--- config.mk ---
export PLATFORM = sky130hd
export DESIGN_NAME = rf_wb_flat
export DESIGN_NICKNAME = d
export VERILOG_FILES = /design/src/rtl/rf_wb_pkg.sv /design/src/rtl/rf_wb_if.sv /design/src/rtl/rf_wb_fifo.sv /design/src/rtl/rf_wb.sv /design/src/flat_wrapper.sv
export SDC_FILE = /design/constraint.sdc
export NUM_CORES = 1
export LEC_CHECK = 0
export ABC_AREA = 1
export CORE_MARGIN = 5
export CORE_UTILIZATION = 46
export CTS_CLUSTER_SIZE = 20
export DETAILED_ROUTE_END_ITERATION = 12
export PLACE_DENSITY = 0.91
export SYNTH_ARGS = -nofsm -noshare
export SYNTH_HDL_FRONTEND = slang
export SYNTH_SLANG_ARGS = --single-unit
--- constraint.sdc ---
create_clock -name i_clk -period 3.9 [get_ports i_clk]
set_input_delay 0.39 -clock i_clk [delete_from_list [all_inputs] [get_ports i_clk]]
set_output_delay 0.39 -clock i_clk [all_outputs]
set_load 0.1 [all_outputs]
--- src/rtl/rf_wb_pkg.sv ---
// Shared widths, FIFO payload type and helpers for the rf writeback unit.
// Register-file geometry mirrors the core configuration (RW, REGNO, REGNO_LOG).
package rf_wb_pkg;
    localparam int RW               = 32;
    localparam int REGNO            = 16;
    localparam int REGNO_LOG        = 4;
    localparam int RF_WB_FIFO_DEPTH = 2;

    typedef struct packed {
        logic [REGNO_LOG-1:0] idx;
        logic [RW-1:0]        d;
    } wb_entry_t;

    typedef enum logic [1:0] {
        SRC_NONE,
        SRC_ALU,
        SRC_FIFO,
        SRC_MEM
    } wb_src_e;

    function automatic logic [REGNO-1:0] onehot(input logic [REGNO_LOG-1:0] idx);
        logic [REGNO-1:0] v;
        v      = '0;
        v[idx] = 1'b1;
        return v;
    endfunction
endpackage

--- src/rtl/rf_wb_if.sv ---
// Bus bundle between execute/memory stages, rf_wb and the register file.
// Forwarding signals exist only when RF_WB_FWD_EN is defined.
interface rf_wb_if;
    import rf_wb_pkg::*;

    logic                 i_alu_we;
    logic [REGNO_LOG-1:0] i_alu_idx;
    logic [RW-1:0]        i_alu_d;
    logic                 i_ld_issue;
    logic [REGNO_LOG-1:0] i_ld_issue_idx;
    logic                 i_mem_valid;
    logic [REGNO_LOG-1:0] i_mem_idx;
    logic [RW-1:0]        i_mem_d;
    logic                 o_mem_ready;
    logic [REGNO-1:0]     o_rf_ie;
    logic                 o_rf_gie;
    logic [RW-1:0]        o_rf_d;
    logic [REGNO-1:0]     o_busy;
`ifdef RF_WB_FWD_EN
    logic                 o_fwd_valid;
    logic [REGNO_LOG-1:0] o_fwd_idx;
    logic [RW-1:0]        o_fwd_d;
`endif

    modport slave (
        input  i_alu_we, i_alu_idx, i_alu_d, i_ld_issue, i_ld_issue_idx,
        input  i_mem_valid, i_mem_idx, i_mem_d,
`ifdef RF_WB_FWD_EN
        output o_fwd_valid, o_fwd_idx, o_fwd_d,
`endif
        output o_mem_ready, o_rf_ie, o_rf_gie, o_rf_d, o_busy
    );

    modport master (
        output i_alu_we, i_alu_idx, i_alu_d, i_ld_issue, i_ld_issue_idx,
        output i_mem_valid, i_mem_idx, i_mem_d,
`ifdef RF_WB_FWD_EN
        input  o_fwd_valid, o_fwd_idx, o_fwd_d,
`endif
        input  o_mem_ready, o_rf_ie, o_rf_gie, o_rf_d, o_busy
    );
endinterface

--- src/rtl/rf_wb_fifo.sv ---
// wb_fifo: small in-order buffer for load results that lost arbitration.
// Caller guarantees no push when full and no pop when empty.
module wb_fifo
    import rf_wb_pkg::*;
#(
    parameter int DEPTH = RF_WB_FIFO_DEPTH
) (
    input  logic      i_clk,
    input  logic      i_rst,
    input  logic      i_push,
    input  wb_entry_t i_din,
    input  logic      i_pop,
    output logic      o_full,
    output logic      o_empty,
    output wb_entry_t o_head
);
    localparam int PTR_W = (DEPTH > 1) ? $clog2(DEPTH) : 1;
    localparam int CNT_W = $clog2(DEPTH + 1);

    wb_entry_t        mem_q [DEPTH];
    logic [PTR_W-1:0] wr_ptr_q, wr_ptr_d;
    logic [PTR_W-1:0] rd_ptr_q, rd_ptr_d;
    logic [CNT_W-1:0] count_q, count_d;

    always_comb begin
        wr_ptr_d = wr_ptr_q;
        rd_ptr_d = rd_ptr_q;
        count_d  = count_q;
        if (i_push) wr_ptr_d = wr_ptr_q + 1'b1;
        if (i_pop)  rd_ptr_d = rd_ptr_q + 1'b1;
        case ({i_push, i_pop})
            2'b10:   count_d = count_q + 1'b1;
            2'b01:   count_d = count_q - 1'b1;
            default: count_d = count_q;
        endcase
    end

    always_ff @(posedge i_clk or posedge i_rst) begin
        if (i_rst) begin
            wr_ptr_q <= '0;
            rd_ptr_q <= '0;
            count_q  <= '0;
        end else begin
            wr_ptr_q <= wr_ptr_d;
            rd_ptr_q <= rd_ptr_d;
            count_q  <= count_d;
        end
    end

    // Payload storage needs no reset: occupancy alone decides what is valid.
    always_ff @(posedge i_clk) begin
        if (i_push) mem_q[wr_ptr_q] <= i_din;
    end

    assign o_full  = (count_q == CNT_W'(DEPTH));
    assign o_empty = (count_q == '0);
    assign o_head  = mem_q[rd_ptr_q];
endmodule

--- src/rtl/rf_wb.sv ---
// rf_wb: arbitrates ALU and load-return writes onto the single rf write port
// and tracks outstanding loads. Optional forwarding outputs: RF_WB_FWD_EN.
module rf_wb
    import rf_wb_pkg::*;
#(
    parameter int WB_FIFO_DEPTH = RF_WB_FIFO_DEPTH
) (
    input logic    i_clk,
    input logic    i_rst,
    rf_wb_if.slave bus
);
    logic                 fifo_full, fifo_empty, fifo_push, fifo_pop;
    wb_entry_t            fifo_head, mem_entry;
    logic                 mem_take;
    wb_src_e              src;
    logic [REGNO_LOG-1:0] wr_idx;
    logic [RW-1:0]        wr_d;
    logic                 wr_gie;
    logic [REGNO-1:0]     busy_q, busy_d;

    assign mem_entry = '{idx: bus.i_mem_idx, d: bus.i_mem_d};
    assign mem_take  = bus.i_mem_valid & ~fifo_full;
    // A returning load may only go direct when nothing is queued ahead of it.
    assign fifo_push = mem_take & (bus.i_alu_we | ~fifo_empty);
    assign fifo_pop  = ~fifo_empty & ~bus.i_alu_we;

    wb_fifo #(.DEPTH(WB_FIFO_DEPTH)) u_fifo (
        .i_clk  (i_clk),
        .i_rst  (i_rst),
        .i_push (fifo_push),
        .i_din  (mem_entry),
        .i_pop  (fifo_pop),
        .o_full (fifo_full),
        .o_empty(fifo_empty),
        .o_head (fifo_head)
    );

    always_comb begin
        src    = SRC_NONE;
        wr_idx = '0;
        wr_d   = '0;
        if (bus.i_alu_we) begin
            src    = SRC_ALU;
            wr_idx = bus.i_alu_idx;
            wr_d   = bus.i_alu_d;
        end else if (!fifo_empty) begin
            src    = SRC_FIFO;
            wr_idx = fifo_head.idx;
            wr_d   = fifo_head.d;
        end else if (mem_take) begin
            src    = SRC_MEM;
            wr_idx = bus.i_mem_idx;
            wr_d   = bus.i_mem_d;
        end
    end

    assign wr_gie = (src != SRC_NONE) & ~i_rst;

    // Clear first, then set, so a re-issue to the retiring register stays busy.
    always_comb begin
        busy_d = busy_q;
        if (src == SRC_FIFO || src == SRC_MEM) busy_d[wr_idx] = 1'b0;
        if (bus.i_ld_issue)                    busy_d[bus.i_ld_issue_idx] = 1'b1;
    end

    always_ff @(posedge i_clk or posedge i_rst) begin
        if (i_rst) busy_q <= '0;
        else       busy_q <= busy_d;
    end

    assign bus.o_mem_ready = ~fifo_full;
    assign bus.o_rf_gie    = wr_gie;
    assign bus.o_rf_ie     = wr_gie ? onehot(wr_idx) : '0;
    assign bus.o_rf_d      = wr_d;
    assign bus.o_busy      = busy_q;

`ifdef RF_WB_FWD_EN
    assign bus.o_fwd_valid = wr_gie;
    assign bus.o_fwd_idx   = wr_idx;
    assign bus.o_fwd_d     = wr_d;
`endif
endmodule
--- src/flat_wrapper.sv ---
// flat-port wrapper written by rule: the top's interface ports become plain ports
module rf_wb_flat import rf_wb_pkg::*;
#(
    parameter int WB_FIFO_DEPTH = RF_WB_FIFO_DEPTH
)
  (i_clk, i_rst, bus_i_alu_we, bus_i_alu_idx, bus_i_alu_d, bus_i_ld_issue, bus_i_ld_issue_idx, bus_i_mem_valid, bus_i_mem_idx, bus_i_mem_d, bus_o_mem_ready, bus_o_rf_ie, bus_o_rf_gie, bus_o_rf_d, bus_o_busy);
  rf_wb_if bus_i ();
  input logic i_clk;
  input logic i_rst;
  input wire logic [$bits(bus_i.i_alu_we)-1:0] bus_i_alu_we;
  input wire logic [$bits(bus_i.i_alu_idx)-1:0] bus_i_alu_idx;
  input wire logic [$bits(bus_i.i_alu_d)-1:0] bus_i_alu_d;
  input wire logic [$bits(bus_i.i_ld_issue)-1:0] bus_i_ld_issue;
  input wire logic [$bits(bus_i.i_ld_issue_idx)-1:0] bus_i_ld_issue_idx;
  input wire logic [$bits(bus_i.i_mem_valid)-1:0] bus_i_mem_valid;
  input wire logic [$bits(bus_i.i_mem_idx)-1:0] bus_i_mem_idx;
  input wire logic [$bits(bus_i.i_mem_d)-1:0] bus_i_mem_d;
  output wire logic [$bits(bus_i.o_mem_ready)-1:0] bus_o_mem_ready;
  output wire logic [$bits(bus_i.o_rf_ie)-1:0] bus_o_rf_ie;
  output wire logic [$bits(bus_i.o_rf_gie)-1:0] bus_o_rf_gie;
  output wire logic [$bits(bus_i.o_rf_d)-1:0] bus_o_rf_d;
  output wire logic [$bits(bus_i.o_busy)-1:0] bus_o_busy;
  assign bus_i.i_alu_we = bus_i_alu_we;
  assign bus_i.i_alu_idx = bus_i_alu_idx;
  assign bus_i.i_alu_d = bus_i_alu_d;
  assign bus_i.i_ld_issue = bus_i_ld_issue;
  assign bus_i.i_ld_issue_idx = bus_i_ld_issue_idx;
  assign bus_i.i_mem_valid = bus_i_mem_valid;
  assign bus_i.i_mem_idx = bus_i_mem_idx;
  assign bus_i.i_mem_d = bus_i_mem_d;
  assign bus_o_mem_ready = bus_i.o_mem_ready;
  assign bus_o_rf_ie = bus_i.o_rf_ie;
  assign bus_o_rf_gie = bus_i.o_rf_gie;
  assign bus_o_rf_d = bus_i.o_rf_d;
  assign bus_o_busy = bus_i.o_busy;
  rf_wb #(.WB_FIFO_DEPTH(WB_FIFO_DEPTH)) u_core (.i_clk(i_clk), .i_rst(i_rst), .bus(bus_i));
endmodule
==> results of run 1 <==
-- worst paths after layout --
| check | endpoint | cells after the start | slack [ns] |
|---|---|---|---|
| setup / recovery | bus_o_rf_ie[3] | 7 | 0.83 |
| hold / removal | u_core.bus.o_busy[1] | 3 | 0.36 |
| setup reg to reg | u_core.bus.o_busy[6] | 9 | 1.74 |
| hold reg to reg | u_core.bus.o_busy[9] | 2 | 0.48 |
| max in group asynchronous | u_core.u_fifo.rd_ptr_q | 3 | 3.30 |
| min in group i_clk | u_core.bus.o_busy[9] | 2 | 0.48 |
-- through the flow --
stage	setup TNS (ns)	utilization (%)
floorplan	-3.03	-
global placement	0	66.9
detailed placement	0	66.9
CTS	0	69.2
global route	0	69.2
finish	0	69.2
-- cells by family after synthesis --
kind of cell,count (synthesis)
and+or+nand+nor,196
xor gates and xnor gates,4
buffers and inverters,58
AOI/OAI and AO/OA,35
adders and majority gates,1
muxes,32
DFF,92
-- cell usage in the layout, fill, tap and decap left out, drive strengths merged --
cell	count
bufinv	2
nand4	4
mux2i	32
clkinvlp	1
dfrtp	20
o21ai	2
nor4	6
clkbuf	9
a21oi	1
nor2	30
nand3	31
nand2	122
edfxtp	72
buf	58
xor2	2
nor3	3
xnor2	2
inv	40
clkdlybuf4s50	96
o221ai	32
clkinv	3
ha	1
-- layout make-up --
type	count	area, um^2
fill	659	2980
sequential	92	2660
timing repair buffer	154	1870
multi-input combinational	268	1630
tap	133	166
inverter	39	146
clock buffer	9	124
clock inverter	7	98.8
-- report_power, final --
group | switching, uW | total, uW | internal (uW)
combinational | 2360 | 3280 | 918
clock | 338 | 703 | 365
sequential | 170 | 1540 | 1370
-- worst min-delay path: stages --
cell	delay, ns
clkdlybuf4s50_1	0.39
inv_1	0.05
buf_4	0.27
-- metal layers --
layer	up-vias	part of all wire [%]	track usage [%]	wire length (um)
li1	1772	-	-	-
met5	-	0	0	0
met4	0	3.3	10.2	408
met2	142	53	38.1	6650
met3	31	5.8	4.14	723
met1	1817	38	24.3	4760
-- sequential cells by signal, summed over array words and instances (netlist names) --
name and count:
u_core.u_fifo.mem_q 72, u_core.bus.o_busy 16, u_core.u_fifo.rd_ptr_q 1, u_core.u_fifo.wr_ptr_q 1, u_core.u_fifo.count_q 2
-- cell usage after synthesis --
library cell / instances
o221ai_1: 32
ha_1: 1
nand2_1: 115
mux2i_1: 32
dfrtp_1: 20
nor3_1: 3
nand3_1: 27
nor2_8: 1
o21ai_0: 1
a21oi_1: 1
nand4_1: 4
buf_4: 2
buf_2: 8
nand3_4: 4
nand2_4: 2
inv_2: 3
edfxtp_1: 72
clkbuf_1: 9
xor2_1: 2
nor2_1: 22
clkinv_1: 1
nor2_4: 7
xnor2_1: 2
nor4_1: 6
nand2_2: 5
inv_1: 35
o21ai_2: 1
==> summary.md, run 1 <==
| Metric | Value |
|---|---|
| Status | completed |
| Max Slew Vio Count | 0 |
| Via count | 3762 |
| Root cell of the clock tree | clkbuf_8 |
| CTS tree | yes |
| RePlAce Congestion | ~0.86 |
| Net Count, Synth | 500 |
| Crit path kind | flop to output port |
| Peak VDD IR | 0.714 mV |
| Clock latency on the worst-skew pair | 0.35 ns |
| Period utilization | 78.7% |
| Dpl ws | 1.03 ns |
| Crit-path leading delay family | simple AND/OR/NAND/NOR gates |
| Adder-cell share of the synthesized area | 0.277% |
| Cts hold-fix bufs | 0 |
| CP Launch Point | u_core.u_fifo.rd_ptr_q |
| Largest net degree at the start of global routing | 38 |
| Setup Viol. Count Final | 0 |
| Flops & latches, synth | 92 |
| Mapped cell area | about 4500 um^2 |
| Vias/cell | 5.36 |
| Cells after DPL | 686 |
| RR Startpoint | u_core.u_fifo.rd_ptr_q |
| Synth Area in Compound Gates | 6.62% |
| Netlist cell types | 27 |
| Post-CTS Setup Inserts | 0 |
| Clk buf depth | 2 |
| Cell count after synthesis | 418 |
| RSZ-0062 raised after global routing | no |
| Slew @ Worst Pin | ~1 ns |
| Core ar. | around 9700 um^2 |
| Routed WL per cell | 17.9 um |
| Via count of the first global-routing pass | 3957 |
| Worst path max stage delay | 0.81 ns |
| # diodes | 0 |
| IO Pins | 147 |
| Post-Synth XOR/XNOR Area | 0.776% |
| Final Non-Filler Cells | ~700 |
| Crit path top cell by count | nand2_1 |
| Detailed Route WL | 12500 um |
| Maxcap violations | 0 |
| Crit Path Max Fanout | 24 |
| Final hold slack | 0.357 ns |
| Max Clk Rate | 326 MHz |
| First-pass GRT wire length | 19500 um |
| Final worst-path setup slack | between 0.8 and 0.9 ns |
| Final critical path time including I/O delays and setup | 3.07 ns |
| GR Overflow Total | 0 |
| Number of buffers added on ports | 146 |
| Design Area, Final | 6700 um^2 |
| Placed cell area | 6480 um^2 |
| Die width | 109 um |
| Rel. slew slack | approximately a third |
| Leakage | 0.00278 uW |
| Post-synth top area cell | edfxtp_1 |
| WP buf/inv | 2 |
| Post-DP HPWL | 9050 um |
| PwrDens | 825 nW/um^2 |
| Worst-path clk slew | 0.09 ns |
| Startpoint types | flop |
| Area contributors post-synth | edfxtp_1, dfrtp_1, nand2_1 |
| Layout cells sized above 1 | 17.6% |
| CTS Buf Count | 9 |
| Synth Area in Simple Gates | 21.0% |
| Detailed-router iteration count before antenna repair | 7 |
| Largest family of logic cells by synthesized area | simple AND/OR/NAND/NOR gates |
| Worst EP arrival | 2.68 ns |
| DRT iter0 DRCs | 198 |
| Post-synth top area share | 47.9% |
| Nets | 646 |
| Multiplexer area fraction after synthesis | 7.10% |
| FP Rows | 36 |
| Initial core utilization | 46.6% |
| Crit-path cells | inv_1 -> nand2_1 -> nand2_1 -> nand2_2 -> nand3_4 -> nor4_1 -> buf_12 |
| Yosys warns | 0 |
| Slowest CP cell | dfrtp_2 |
| Synthesis-to-layout area growth | 48.4% |
| Post-route ant nets | 0 |
| Req. time, crit path | about 3.5 ns |
| Register area share after synthesis | 59.0% |
| Die area | 11900 um^2 |
| Num Clock Sinks | 92 |
| Setup crit end kind | output port |
| Initial antenna violation count | 0 |
| H-tree depth | 3 |
| Die H | between 100 and 150 um |
| Clock Skew | 0.00871 ns |
| Residual DRC | 0 |
| # resized after CTS | 0 |
| Synth Area per Inst | roughly 11 um^2 |
| Total Routing Usage GR | 21.3% |
| Fin. Hold Viols | 0 |
| Design Power | 5530 uW |
| Worst hold path class | input pin to async pin |
Power figures use the tool's default switching activity.
==> inputs of run 2 (changes only) <==
Settings changed: CORE_UTILIZATION 46 to 42, PLACE_DENSITY 0.91 to 0.88.
Clock period 3.9 ns to 2.49 ns, I/O delays scaled along.
==> run 2 against run 1 <==
  * Clock-buffer cell count increased by 2
  * Final cell count increased by 2.3%
  * Register-to-register slack got worse by 1.3 ns
  * Total power increased by 62%
  * Sequential share of layout area decreased by 2.6 points
  * Via count increased by 1.2%
  * Wire length increased by 4.2%
  * Worst setup slack got worse by 0.73 ns
  * Critical path type unchanged
  * Critical endpoint is now bus_o_rf_ie[6]
  * Largest power group unchanged
==> summary.md, run 2 (synthesis results as in run 1) <==
| Metric | Value |
|---|---|
| Status | completed |
| Met3 routed WL | 764 um (+5.7%) |
| FP Rows | 37 (+2.8%) |
| Nets | 659 (+2.0%) |
| Die H | 114 um (+4.2%) |
| Largest register FFs | 72 (unchanged) |
| Commonest non-fill, non-tap cells in the layout | nand2_1, clkdlybuf4s50_1, edfxtp_1, buf_12, buf_4 |
| DRT iter0 DRCs | 246 (+24%) |
| Final critical path time including I/O delays and setup | 2.39 ns |
| Layout cells sized above 1 | 31.4% (+14 points) |
| # diodes | 0 (unchanged) |
| CTS Buf Count | 9 (unchanged) |
| Die area | 12900 um^2 (+8.6%) |
| Num Clock Sinks | 92 (unchanged) |
| Routed wl met2 | 6850 um (+2.9%) |
| Worst R2R End | u_core.u_fifo.count_q[1] |
| Flop2flop setup slack | 0.45 ns (-1.29 ns) |
| Core ar. | 10400 um^2 (+7.6%) |
| Fillcell total | 737 (+12%) |
| Leakage | 0.00292 uW (+5.2%) |
| GR Overflow Total | 0 (unchanged) |
| Crit Path Max Fanout | 8 (-67%) |
| PwrDens | 1250 nW/um^2 (+52%) |
| Initial antenna violation count | 0 (unchanged) |
| Residual DRC | 0 (unchanged) |
| Setup crit end kind | output port |
| Design Power | 8970 uW (+62%) |
| Setup Viol. Count Final | 0 (unchanged) |
| Total Routing Usage GR | 20.5% (-0.84 points) |
| Routed WL per cell | 18.2 um (+1.8%) |
| Clock latency on the worst-skew pair | 0.36 ns (about the same) |
| Initial core utilization | 43.3% (-3.3 points) |
| Root cell of the clock tree | clkbuf_8 |
| Via count | 3807 (+1.2%) |
| RePlAce Congestion | 0.831 (-3.1%) |
| Final worst-path setup slack | 0.100 ns (-0.730 ns) |
| Commonest non-fill, non-tap cell in the layout | nand2_1 |
| Rel. slew slack | 66.2% (+33 points) |
| Post-DP HPWL | 9850 um (+8.9%) |
| Dpl ws | 0.287 ns (-0.745 ns) |
| First-pass GRT wire length | 20800 um (+6.6%) |
| Slew @ Worst Pin | 0.507 ns (-0.492 ns) |
| Crit path kind | flop to output port |
| H-tree depth | 3 (unchanged) |
| Max Clk Rate | 418 MHz |
| Max layer used | met4 |
| IO Pins | 147 (unchanged) |
| Detailed Route WL | 13100 um (+4.2%) |
| Fin. Hold Viols | 0 (unchanged) |
| Via count of the first global-routing pass | 4068 (+2.8%) |
| RR Startpoint | u_core.u_fifo.count_q[0] |
| Period utilization | 96.0% |
| Largest net degree at the start of global routing | 29 (-24%) |
| Synthesis-to-layout area growth | 58.8% |
| Die width | 114 um (+4.2%) |
| Startpoint types | flop |
| Vias/cell | 5.30 (-1.1%) |
| Placed cell area | 6900 um^2 (+6.5%) |
| Post-route ant nets | 0 (unchanged) |
| Req. time, crit path | 2.24 ns (-1.27 ns) |
| Worst EP arrival | 2.14 ns (-0.54 ns) |
| Number of buffers added on ports | 146 (unchanged) |
| Clock Skew | 0.00607 ns (-0.00264 ns) |
| M1 wire length | 5090 um (+7.1%) |
| CTS tree | yes |
| Clk buf depth | 2 (unchanged) |
| Worst reg2reg path depth | 8 (-1) |
| Design Area, Final | 7170 um^2 (+7.0%) |
| Worst-path clk slew | 0.09 ns (about the same) |
| Detailed-router iteration count before antenna repair | 4 (-3) |
| Worst hold path class | input pin to async pin |
| Maxcap violations | 0 (unchanged) |
| Biggest register | u_core.u_fifo.mem_q |
| Max Slew Vio Count | 0 (unchanged) |
| Peak VDD IR | 0.802 mV (+12%) |
## run 2: cell types whose count changed in the layout (fill, tap and decap cells not counted), sizes merged
cell           delta
buf              +30
clkdlybuf4s50    -17
bufinv            -2
clkbuf            +2
clkinv            +1
inv               -1
## run 2: worst max path at each step
| stage | from | to | slack (ns) | depth (start not counted) |
|---|---|---|---|---|
| finish | u_core.u_fifo.count_q[0] | bus_o_rf_ie[6] | 0.10 | 8 |
| global route | u_core.u_fifo.count_q[0] | bus_o_rf_ie[10] | -0.03 | 8 |
| CTS | u_core.u_fifo.count_q[1] | bus_o_rf_ie[2] | 0.09 | 8 |
| detailed placement | bus_i_mem_valid | bus_o_rf_ie[2] | 0.29 | 8 |
| global placement | bus_i_mem_valid | bus_o_rf_ie[14] | 0.37 | 6 |
| floorplan | i_rst | bus_o_rf_ie[11] | -0.55 | 3 |
## run 2: critical path: stages (launching register included)
cell and delay [ns]:
dfrtp_2 0.44, nor2_4 0.27, nand4_1 0.22, inv_1 0.11
nor2_1 0.09, nor2_4 0.18, nand2_1 0.10, nor2_2 0.16
buf_12 0.20
## run 2: layout make-up
cell class	count	area (um^2)	share of cell area [%]
Multi-Input combinational cell	268	1930	26.9
Timing Repair Buffer	167	2070	28.9
Tap cell	136	170	2.37
Sequential cell	92	2670	37.2
Clock buffer	11	151	2.11
Inverter	39	146	2.04
Clock inverter	5	33.8	0.471
## run 2: power breakdown
| part | leakage (uW) | switching, uW | internal (uW) |
|---|---|---|---|
| Sequential | 0.000901 | 192 | 2150 |
| Combinational | 0.00192 | 3990 | 1700 |
| Clock | 0.0000970 | 523 | 419 |
## run 2: per-layer routing
layer | vias to the layer above | global-route usage [%]
li1 | 1805 | -
met1 | 1831 | 25.4
met2 | 144 | 35.2
met3 | 27 | 3.66
met4 | 0 | 8.65
met5 | - | 0
## run 2: what timing repair did
item | in CTS | in global routing
endpoints found under the setup margin | 0 | 9
buffers inserted | 0 | 7
hold buffers | 0 | 0
resized for setup | 0 | 7
## run 2: through the flow
step	cells	TNS [ns]	util, %	hold WS, ns
final	718	0	68.8	0.329
after global routing	718	-0.115	68.8	0.357
after CTS	711	0	68.0	0.310
after detailed placement	695	0	66.3	0.475
after global placement	695	0	66.3	0.464
after floorplan	418	-3.37	-	0.229
==> edit: new RTL, settings of run 2 <==
Make the reset (`i_rst`) synchronous in 2 clocked blocks.
--- a/src/rtl/rf_wb_fifo.sv
+++ b/src/rtl/rf_wb_fifo.sv
@@ -37,3 +37,3 @@
 
-    always_ff @(posedge i_clk or posedge i_rst) begin
+    always_ff @(posedge i_clk) begin
         if (i_rst) begin
--- a/src/rtl/rf_wb.sv
+++ b/src/rtl/rf_wb.sv
@@ -65,3 +65,3 @@
 
-    always_ff @(posedge i_clk or posedge i_rst) begin
+    always_ff @(posedge i_clk) begin
         if (i_rst) busy_q <= '0;
Function: differs if i_rst is asserted again (counterexample within 4 cycles, from zero or initial values and one cycle with i_rst high); with i_rst held inactive, the same outputs for 4 cycles.
==> edit against run 2 <==
  * Area after synthesis is 0.53% higher
  * Cell count is 10% higher
  * Maximum frequency is 1.8% higher
  * Critical path type unchanged
  * Clock skew is 8.2 ps higher
  * Sequential cell count is 1 higher
  * Setup slack better by 42 ps
  * Non-clock buffer count is 5 lower
  * Design area is 0.52% higher
  * Routed wire length is 1.1% higher
  * First-iteration DRC count is 45% higher
  * Total power is 22% lower
==> edit: results (changes against run 2) <==
status=finished clean; met3 WL=673 um (-12%); largest net degree at the start of global routing=34 (+17%); post-synthesis adder-cell area fraction=0.00276 (-0.0000145); DR pass1 iterations=5 (+1); vias in the first global route=4356 (+7.1%); arrival time of the worst setup path=2100 ps (-40 ps); dpl ws=198 ps (-89.4 ps); register area share after synthesis=0.569 (-0.0207); Least-Margin Pin Slew=611 ps (+104 ps); top cells by count, synth=89 x nor2_1, 72 x edfxtp_1, 68 x nand2_1, 43 x a21oi_1, 43 x inv_1; area post-placement=6980 um2 (+1.2%); global-route wire length before repair=21400 um (+3.0%); Slowest-stage cell, CP=dfxtp_1; Filler Cells Inserted=782 (+6.1%); Int Pwr=3.61 mW (-15%); largest cells by area after synthesis=edfxtp_1 48%, dfxtp_1 9.3%, nor2_1 7.4%; final std cells w/o fill=790 (+10%); met2 global-route usage=0.371 (+0.0190); Gate power share=0.575 (-0.059); Worst path max stage delay=380 ps (-60 ps); CTS Root Cell=clkbuf_8; syn_nets=578 (+16%); Inst Count DP=771 (+11%); multiplexer share of the synthesized area=0 (-0.0710); Routed WL=13200 um (+1.1%); GP Congestion=0.881 (+6.0%); met1 Use GR=0.238 (-0.0159); Synth async-reset ratio=0 (-0.217); VDD IR-drop max=0.545 mV (-32%); Hold Path Class=flop to flop; Seq. pwr=2.01 mW (-14%); Vias per Instance=5.28 (-0.35%); layout cells sized above 1=0.274 (-0.0406); All-Layer GR Usage=0.208 (+0.00340); Clock Skew=14.3 ps (+8.24 ps); syn avg cell area=9.15 um2 (-15%); Power Density=973 nW/um2 (-22%); Synth Area in Compound Gates=0.0995 (+0.0333); nets=727 (+10%); wl on met1=5010 um (-1.7%)
-- edit: timing repair --
| item | 4_1_cts | 5_1_grt |
|---|---|---|
| gates resized for setup | 0 | 2 |
| buffers inserted | 0 | 3 |
| endpoints found under the hold margin | 0 | 0 |
| endpoints found under the setup margin | 0 | 16 |
-- edit: area by class of cell --
cell class	count	area, um2	share of cell area
clock inverters	7	66.3	0.00920
well taps	140	175	0.0243
inverters	47	176	0.0245
multi-input cells	332	2020	0.280
repair buffers	162	2060	0.286
clock buffers	9	124	0.0172
flip-flops and latches	93	2580	0.358
-- edit: worst paths after layout --
path / to / slack, ps / from / cells past startpoint
max: bus_o_rf_ie[9] / 140 / u_core.u_fifo.count_q[1] / 8
min: flop / 460 / u_core.u_fifo.rd_ptr_q / 1
max reg2reg: u_core.u_fifo.count_q[1] / 630 / u_core.u_fifo.count_q[0] / 11
min reg2reg: flop / 460 / u_core.u_fifo.rd_ptr_q / 1
